`src/rtl/sort_pkg.sv`:
```
// Shared types and default sizing for the serial descending key sorter.
// The optional arrival-index path is enabled with SORT_PERM_EN.
package sort_pkg;

  localparam int unsigned SORT_N  = 4;
  localparam int unsigned SORT_W  = 4;
  localparam int unsigned SORT_IW = $clog2(SORT_N);
  localparam int unsigned SORT_CW = $clog2(SORT_N + 1);

  typedef logic [SORT_W-1:0]  key_t;
  typedef logic [SORT_IW-1:0] idx_t;

  typedef enum logic {
    FILL  = 1'b0,
    DRAIN = 1'b1
  } state_t;

endpackage

```
`src/rtl/sort_slot.sv`:
```
// One storage cell of the insertion sorter: holds an entry {key[, idx]} and
// decides locally whether to hold, take the new entry, or shift.
module sort_slot #(
  parameter int unsigned W  = 4,
  parameter int unsigned DW = 4
) (
  input  logic          clk,
  input  logic          rst,
  input  logic [DW-1:0] upper_i,
  input  logic [DW-1:0] lower_i,
  input  logic [DW-1:0] in_i,
  input  logic          upper_lt_i,
  input  logic          active_i,
  input  logic          tail_i,
  input  logic          insert_i,
  input  logic          pop_i,
  output logic [DW-1:0] slot_o,
  output logic          lt_c_o
);

  logic [DW-1:0] slot_q;
  logic [DW-1:0] slot_d;

  // Strict compare keeps equal keys ahead of the newcomer (stable order).
  assign lt_c_o = active_i && (slot_q[DW-1 -: W] < in_i[DW-1 -: W]);
  assign slot_o = slot_q;

  always_comb begin
    slot_d = slot_q;
    if (insert_i) begin
      if (upper_lt_i) begin
        slot_d = upper_i;
      end else if (lt_c_o || tail_i) begin
        slot_d = in_i;
      end
    end else if (pop_i) begin
      slot_d = lower_i;
    end
  end

  always_ff @(posedge clk or posedge rst) begin
    if (rst) begin
      slot_q <= '0;
    end else begin
      slot_q <= slot_d;
    end
  end

endmodule

```
`src/rtl/stream_sort4.sv`:
```
// Serial insertion sorter: collects up to N keys, re-emits them largest first.
// Define SORT_PERM_EN to carry each key's arrival index on out_idx.
module stream_sort4
  import sort_pkg::*;
#(
  parameter  int unsigned N  = SORT_N,
  parameter  int unsigned W  = SORT_W,
  localparam int unsigned IW = $clog2(N),
  localparam int unsigned CW = $clog2(N + 1)
) (
  input  logic          clk,
  input  logic          rst,
  input  logic          in_valid,
  output logic          in_ready,
  input  logic [W-1:0]  in_data,
  input  logic          in_last,
  output logic          out_valid,
  input  logic          out_ready,
  output logic [W-1:0]  out_data,
  output logic          out_last
`ifdef SORT_PERM_EN
  ,
  output logic [IW-1:0] out_idx
`endif
);

`ifdef SORT_PERM_EN
  localparam int unsigned DW = W + IW;
`else
  localparam int unsigned DW = W;
`endif

  state_t        state_q, state_d;
  logic [CW-1:0] count_q, count_d;
  logic          insert;
  logic          pop;
  logic [DW-1:0] in_entry;
  logic [DW-1:0] slot_q [N];
  logic          lt     [N];

`ifdef SORT_PERM_EN
  assign in_entry = {in_data, IW'(count_q)};
`else
  assign in_entry = in_data;
`endif

  // Slot array: slot 0 is the largest key; neighbours feed the shift paths.
  for (genvar k = 0; k < N; k++) begin : g_slot
    logic [DW-1:0] up_e;
    logic [DW-1:0] lo_e;
    logic          up_lt;

    if (k == 0) begin : g_head
      assign up_e  = '0;
      assign up_lt = 1'b0;
    end else begin : g_body
      assign up_e  = slot_q[k-1];
      assign up_lt = lt[k-1];
    end

    if (k == N - 1) begin : g_tail
      assign lo_e = '0;
    end else begin : g_rest
      assign lo_e = slot_q[k+1];
    end

    sort_slot #(
      .W  (W),
      .DW (DW)
    ) u_slot (
      .clk        (clk),
      .rst        (rst),
      .upper_i    (up_e),
      .lower_i    (lo_e),
      .in_i       (in_entry),
      .upper_lt_i (up_lt),
      .active_i   (CW'(k) < count_q),
      .tail_i     (CW'(k) == count_q),
      .insert_i   (insert),
      .pop_i      (pop),
      .slot_o     (slot_q[k]),
      .lt_c_o     (lt[k])
    );
  end

  always_ff @(posedge clk or posedge rst) begin
    if (rst) begin
      state_q <= FILL;
      count_q <= '0;
    end else begin
      state_q <= state_d;
      count_q <= count_d;
    end
  end

  // Frame closes on in_last or when the N-th key is accepted.
  always_comb begin
    state_d = state_q;
    count_d = count_q;
    insert  = 1'b0;
    pop     = 1'b0;
    case (state_q)
      FILL: begin
        if (in_valid) begin
          insert  = 1'b1;
          count_d = count_q + CW'(1);
          if (in_last || (count_q == CW'(N - 1))) begin
            state_d = DRAIN;
          end
        end
      end
      DRAIN: begin
        if (out_ready) begin
          pop     = 1'b1;
          count_d = count_q - CW'(1);
          if (count_q == CW'(1)) begin
            state_d = FILL;
          end
        end
      end
      default: begin
        state_d = FILL;
        count_d = '0;
      end
    endcase
  end

  // Outputs decode straight from the state, count and slot-0 flops.
  assign in_ready  = (state_q == FILL);
  assign out_valid = (state_q == DRAIN);
  assign out_data  = out_valid ? slot_q[0][DW-1 -: W] : '0;
  assign out_last  = out_valid && (count_q == CW'(1));

`ifdef SORT_PERM_EN
  assign out_idx = out_valid ? slot_q[0][IW-1:0] : '0;
`endif

endmodule
```
`config.mk`:
```
export PLATFORM = sky130hd
export DESIGN_NAME = stream_sort4
export DESIGN_NICKNAME = d
export VERILOG_FILES = /design/src/rtl/sort_pkg.sv /design/src/rtl/sort_slot.sv /design/src/rtl/stream_sort4.sv
export SDC_FILE = /design/constraint.sdc
export NUM_CORES = 1
export LEC_CHECK = 0
export CAP_MARGIN = 40
export CORE_ASPECT_RATIO = 1.1
export CORE_MARGIN = 2
export CORE_UTILIZATION = 30
export CTS_CLUSTER_SIZE = 10
export DETAILED_ROUTE_END_ITERATION = 12
export PLACE_DENSITY = 0.61
export SLEW_MARGIN = 20
export SYNTH_ARGS = -nofsm -noshare
export SYNTH_HDL_FRONTEND = slang
export SYNTH_SLANG_ARGS = --single-unit
```
`constraint.sdc`:
```
create_clock -name clk -period 2.1 [get_ports clk]
set_input_delay 0.315 -clock clk [delete_from_list [all_inputs] [get_ports clk]]
set_output_delay 0.315 -clock clk [all_outputs]
set_load 0.05 [all_outputs]
```
### Yosys cells after proc, flatten, opt, wreduce, memory -nomap -nowiden

Index checks and enable logic that the tools add are counted.

* register bits: 20
* logic and storage cells: 73
* output and inout port bits: 7
* input port bits: 9

* bitwise operators: 1
* reduce and logical (&&, ||, !) cells: 17
* equality and inequality tests: 11
* add/subtract/negate cells: 2
* order comparisons: 8
* mux-type cells: 28

Operators with widths (count)
* $mux 4: 16
* $lt 4x4->1: 4
* $reduce_and 2->1: 5
* $mux 1: 8
* $eq 2x3->1 const A: 2
* $lt 1x3->1 const A: 2
* $lt 2x3->1 const A: 2
* $mux 3: 2
* $ne 2x2->1 const B: 3
* $ne 3x1->1 const B: 2
* $pmux 3 s2: 1
* $logic_and 1x1->1: 5
* $logic_or 1x1->1: 5
* $add 3x1->3 const B: 1
* $eq 1x3->1 const A: 1
* $eq 3x1->1 const B: 1
* $eq 3x2->1 const B: 1
* $logic_not 3->1: 1
* $ne 3x2->1 const B: 1
* $sub 3x1->3 const B: 1
* $pmux 1 s2: 1
* $reduce_bool 2->1: 1
* $not 1->1: 1

### Longest topological paths before layout

* word-level depth: 6
* mapped depth: 8
* gate-level depth less buffers: 7

### By module

A second synthesis with hierarchy kept.

* cell total of the unflattened synthesis: 196
* area total of the unflattened synthesis: 1825.5 um^2

Modules (own cells, without submodules)
* sort_slot: instances 4, seq. area each 100.1 um^2, area an instance 362.8 um^2, cells an instance 38
* stream_sort4: instances 1, seq. area each 100.1 um^2, area an instance 374.1 um^2, cells an instance 44

### Least setup slack after synthesis

No wires, ideal clock.

* kind: register to output
* start point: reg state_q (netlist: out_valid)
* end point: out out_last
* stages on the path, launching flop included: 4
* setup slack: -0.145 ns
* arrival time: 1.930 ns
* cells stage by stage: dfrtp_1 clkbuf_1 inv_1 nor2_1

* cells in the longest elaborated chain, start to end: 1

Ends and longest elaborated chain
* from (decl): RTL line stream_sort4.sv:33 `state_t state_q, state_d;`
* from (signal assigned): RTL line stream_sort4.sv:91 `state_q <= state_d;`
* $logic_and 1x1->1: RTL line stream_sort4.sv:132 `assign out_last = out_valid && (count_q == CW'(1));`
* to (decl): RTL line stream_sort4.sv:20 `output logic out_last`

No other way between the ends.

### Worst setup path after layout

* start point: reg g_slot[1].u_slot.slot_q[3]
* end point: reg g_slot[2].u_slot.slot_q[0]

* cells in the longest elaborated chain, start to end: 4

Ends and longest elaborated chain
* from (decl): RTL line sort_slot.sv:21 `logic [DW-1:0] slot_q;`
* from (signal assigned): RTL line sort_slot.sv:45 `slot_q <= slot_d;`
* $lt 4x4->1 *: RTL line sort_slot.sv:25 `assign lt_c_o = active_i && (slot_q[DW-1 -: W] < in_i[DW-1 -: W]);`
* $logic_and 1x1->1 *: RTL line sort_slot.sv:25
* $ne 3x1->1 (no line) / $mux 4 (equally long branches)
* $reduce_and 2->1 (no line) / $mux 4 (equally long branches)
* to (signal assigned): RTL line sort_slot.sv:45
* to (decl): RTL line sort_slot.sv:21

Every way passes the cells marked *; elsewhere a longest branch is shown, timed or not.
A chain may end at the register's enable or synchronous reset.

==> impl_results.md <==
* Post-synthesis cell area at 1580 um^2
* Buf/Inv on CP at 1
* F_max at 523 MHz
* Initial Util at 31.4%
* Worst skew pair latency at 0.27 ns
* Top post-synthesis cells by area: dfrtp_1, ha_1, mux2i_1, inv_1, o221ai_1
* Pwr/cell area at 1570 nW/um^2
* Yosys top cell area share at 31.6%
* CP endpoint kind: flop
* Routed via count at 1382
* Clk sinks at 20
* CP required at 2.29 ns
* Worst r2r path cells at 6
* EDFF count, synth at 0
* Minimum clock period after layout at 1.91 ns
* Seq cells post-synth at 20
* Port bufs at 15
* Commonest non-fill, non-tap cells in the layout: buf_4, dfrtp_1, inv_1
* Area grow syn2layout at 32.7%
* Reg clk slew, reported paths at 0.08 ns
* Final Hold Vio Count at 0
* Vias in the first global route at 1431
* Sequential power share at 23.0%
* Synth Warn # at 0
* Sw power at 1550 uW
* GRT Total Usage at 15.1%
* ANT nets after route at 0
* CTS root buf: clkbuf_8
* Vias per cell at 5.18
* Final WS setup at 0.187 ns
* Ys flop type: dfrtp_1
* Relative max-transition margin at 75.4%
* FFs w/ async S/R, synth at 100%
* Area after DPL at 1990 um^2
* ANT cells at 0
* Register area at 500 um^2
* FP Rows at 27
* CP Launch Type: flop
* Core footprint at 5030 um^2
* Drt wl/cell at 14.9 um
* Crit Path Class: reg -> reg
* Drt pass-1 iters at 4
* Unrepaired setup endpoints after global routing: no
* Delay-heaviest family, CP: compound AO/OA/AOI/OAI gates
* Area of the multi-input gates at 1040 um^2
* Stages on worst setup path at 6
* Peak supply drop at 0.000934 V
* Fillers at 497
* Crit Path Max Fanout at 4
* Power Internal at 1760 uW
* Clk pwr share at 9.5%
* Cells along the critical path: ha_4 > a2111oi_4 > o21ai_2 > buf_4 > a31oi_4 > mux2i_1
* First-pass GRT wire length at 6900 um
* Total power at 3310 uW
* Die Ht at 80.2 um
* CP max stage cell: dfrtp_1
* Ports at 16
* Die Wd at 73.3 um
* H-Tree Depth at 1
* Area leader, netlist: dfrtp_1
* Setup violators final at 0
* Period utilization at 91.1%
* Comb pwr share at 67.5%
* Share of layout cells above drive strength 1 at 29.2%
* Crit-path max cell delay at 0.41 ns
* Yosys cell types at 38
* Maximum Capacitance Violations at 0
* Syn Nets at 193
* Commonest non-fill, non-tap cell in the layout: buf_4
* Hold Path Class: in -> async
* Final wirelength at 3970 um
* Final RePlAce weighted congestion at 0.760
* Final #Nets at 236
* Post-route cell area at 2100 um^2
* Remaining Overflow, GRT at 0
* Worst EP arrival at 2.11 ns
* Initial antenna violation count at 0
* Dpl hpwl at 3090 um
* Switching Share at 46.9%
* Remaining DRCs at 0
* Syn Inst Count at 167
* Syn Area/Cell at 9.48 um^2
* CTS buffer count at 3
* Sequential area share after synthesis at 31.6%
* Die area at 5870 um^2
* Leak pwr at 0.000955 uW
* DR iter-0 viols at 81
* Skew final at 0.00310 ns
* Longest Clk Path Bufs at 2
* CTS tree: built
* Worst-margin pin slew at 0.368 ns
* Place WS at -0.401 ns
* Status: finished, final reports clean
* Final slew viol count at 0
* Largest net degree at the start of global routing at 27
[routing by layer]
layer / global-route usage, % / up-vias / part of all wire, %
met2: 24.9 / 12 / 48
met3: 2.01 / 5 / 2.2
li1: - / 694 / -
met1: 20.5 / 671 / 48
met4: 4.44 / 0 / 1.4
met5: 0 / - / 0
[final timing paths]
check | start | to | slack (ns)
worst max-delay path | g_slot[1].u_slot.slot_o[3] | g_slot[2].u_slot.slot_o[0] | 0.19
worst max register to register | g_slot[1].u_slot.slot_o[3] | g_slot[2].u_slot.slot_o[0] | 0.19
worst min register to register | g_slot[0].u_slot.slot_o[3] | g_slot[0].u_slot.slot_o[3] | 0.56
worst min-delay path | rst | count_q[1] | 0.37
max in group asynchronous | rst | g_slot[1].u_slot.slot_o[0] | 1.51
min in group clk | in_data[1] | g_slot[3].u_slot.slot_o[1] | 0.52
[metrics by stage]
step,TNS (ns),hold WS [ns],cells,util (%)
floorplan,0,0.279,167,-
global placement,-4.75,0.542,262,39.5
detailed placement,-5.21,0.545,262,39.5
CTS,0,0.385,267,41.2
global route,0,0.406,267,41.7
finish,0,0.370,267,41.7
[worst reg2reg max path: stages, from the launching register on]
cell and delay [ns]:
dfrtp_1 0.41, ha_4 0.23, a2111oi_4 0.40, o21ai_2 0.15, buf_4 0.17, a31oi_4 0.26, mux2i_1 0.21
[kinds of logic after synthesis]
family	count (synthesis)	synth area share, %
AO/OA/AOI/OAI	50	25.8
XOR/XNOR	3	1.66
adder cells (fa/ha/maj)	17	13.4
buffers and inverters	26	6.24
flip-flops	20	31.6
multiplexers	16	10.4
AND/OR/NAND/NOR	35	10.8
[synth_stat cells, types with 4 or more instances]
| master | number |
|---|---|
| inv_1 | 21 |
| dfrtp_1 | 20 |
| ha_1 | 17 |
| mux2i_1 | 12 |
| nand2_1 | 12 |
| o21ai_0 | 9 |
| nor2_1 | 8 |
| o221ai_1 | 8 |
| a21oi_1 | 7 |
| nand2b_1 | 5 |
| and2_1 | 4 |
| o2111ai_1 | 4 |
| o211ai_1 | 4 |
| o22ai_1 | 4 |
[registers in the layout, indices dropped and copies added, names as in the netlist]
name	count
count_q	3
g_slot.u_slot.slot_o	16
out_valid	1
[power groups by stage]
| stage | sequential (uW) | clock, uW | combinational, uW |
|---|---|---|---|
| floorplan | 744 | 0 | 1420 |
| global placement | 758 | 0 | 2130 |
| detailed placement | 760 | 0 | 2150 |
| CTS | 756 | 312 | 2210 |
| global route | 798 | 328 | 2440 |
| finish | 762 | 313 | 2230 |
[layout make-up]
cell class | count | share of cell area (%)
inverters | 21 | 3.75
multi-input cells | 121 | 49.4
well taps | 58 | 3.45
repair buffers | 43 | 16.9
clock buffers | 4 | 2.62
flip-flops and latches | 20 | 23.8
[repair_timing]
item                       in CTS  in global routing
hold buffers                    0                  0
pin swaps                       4                  5
resized for setup               9                  6
setup endpoints to repair      12                 17
setup buffers                   1                  0
Note: power is estimated with default switching activity, not from simulation.
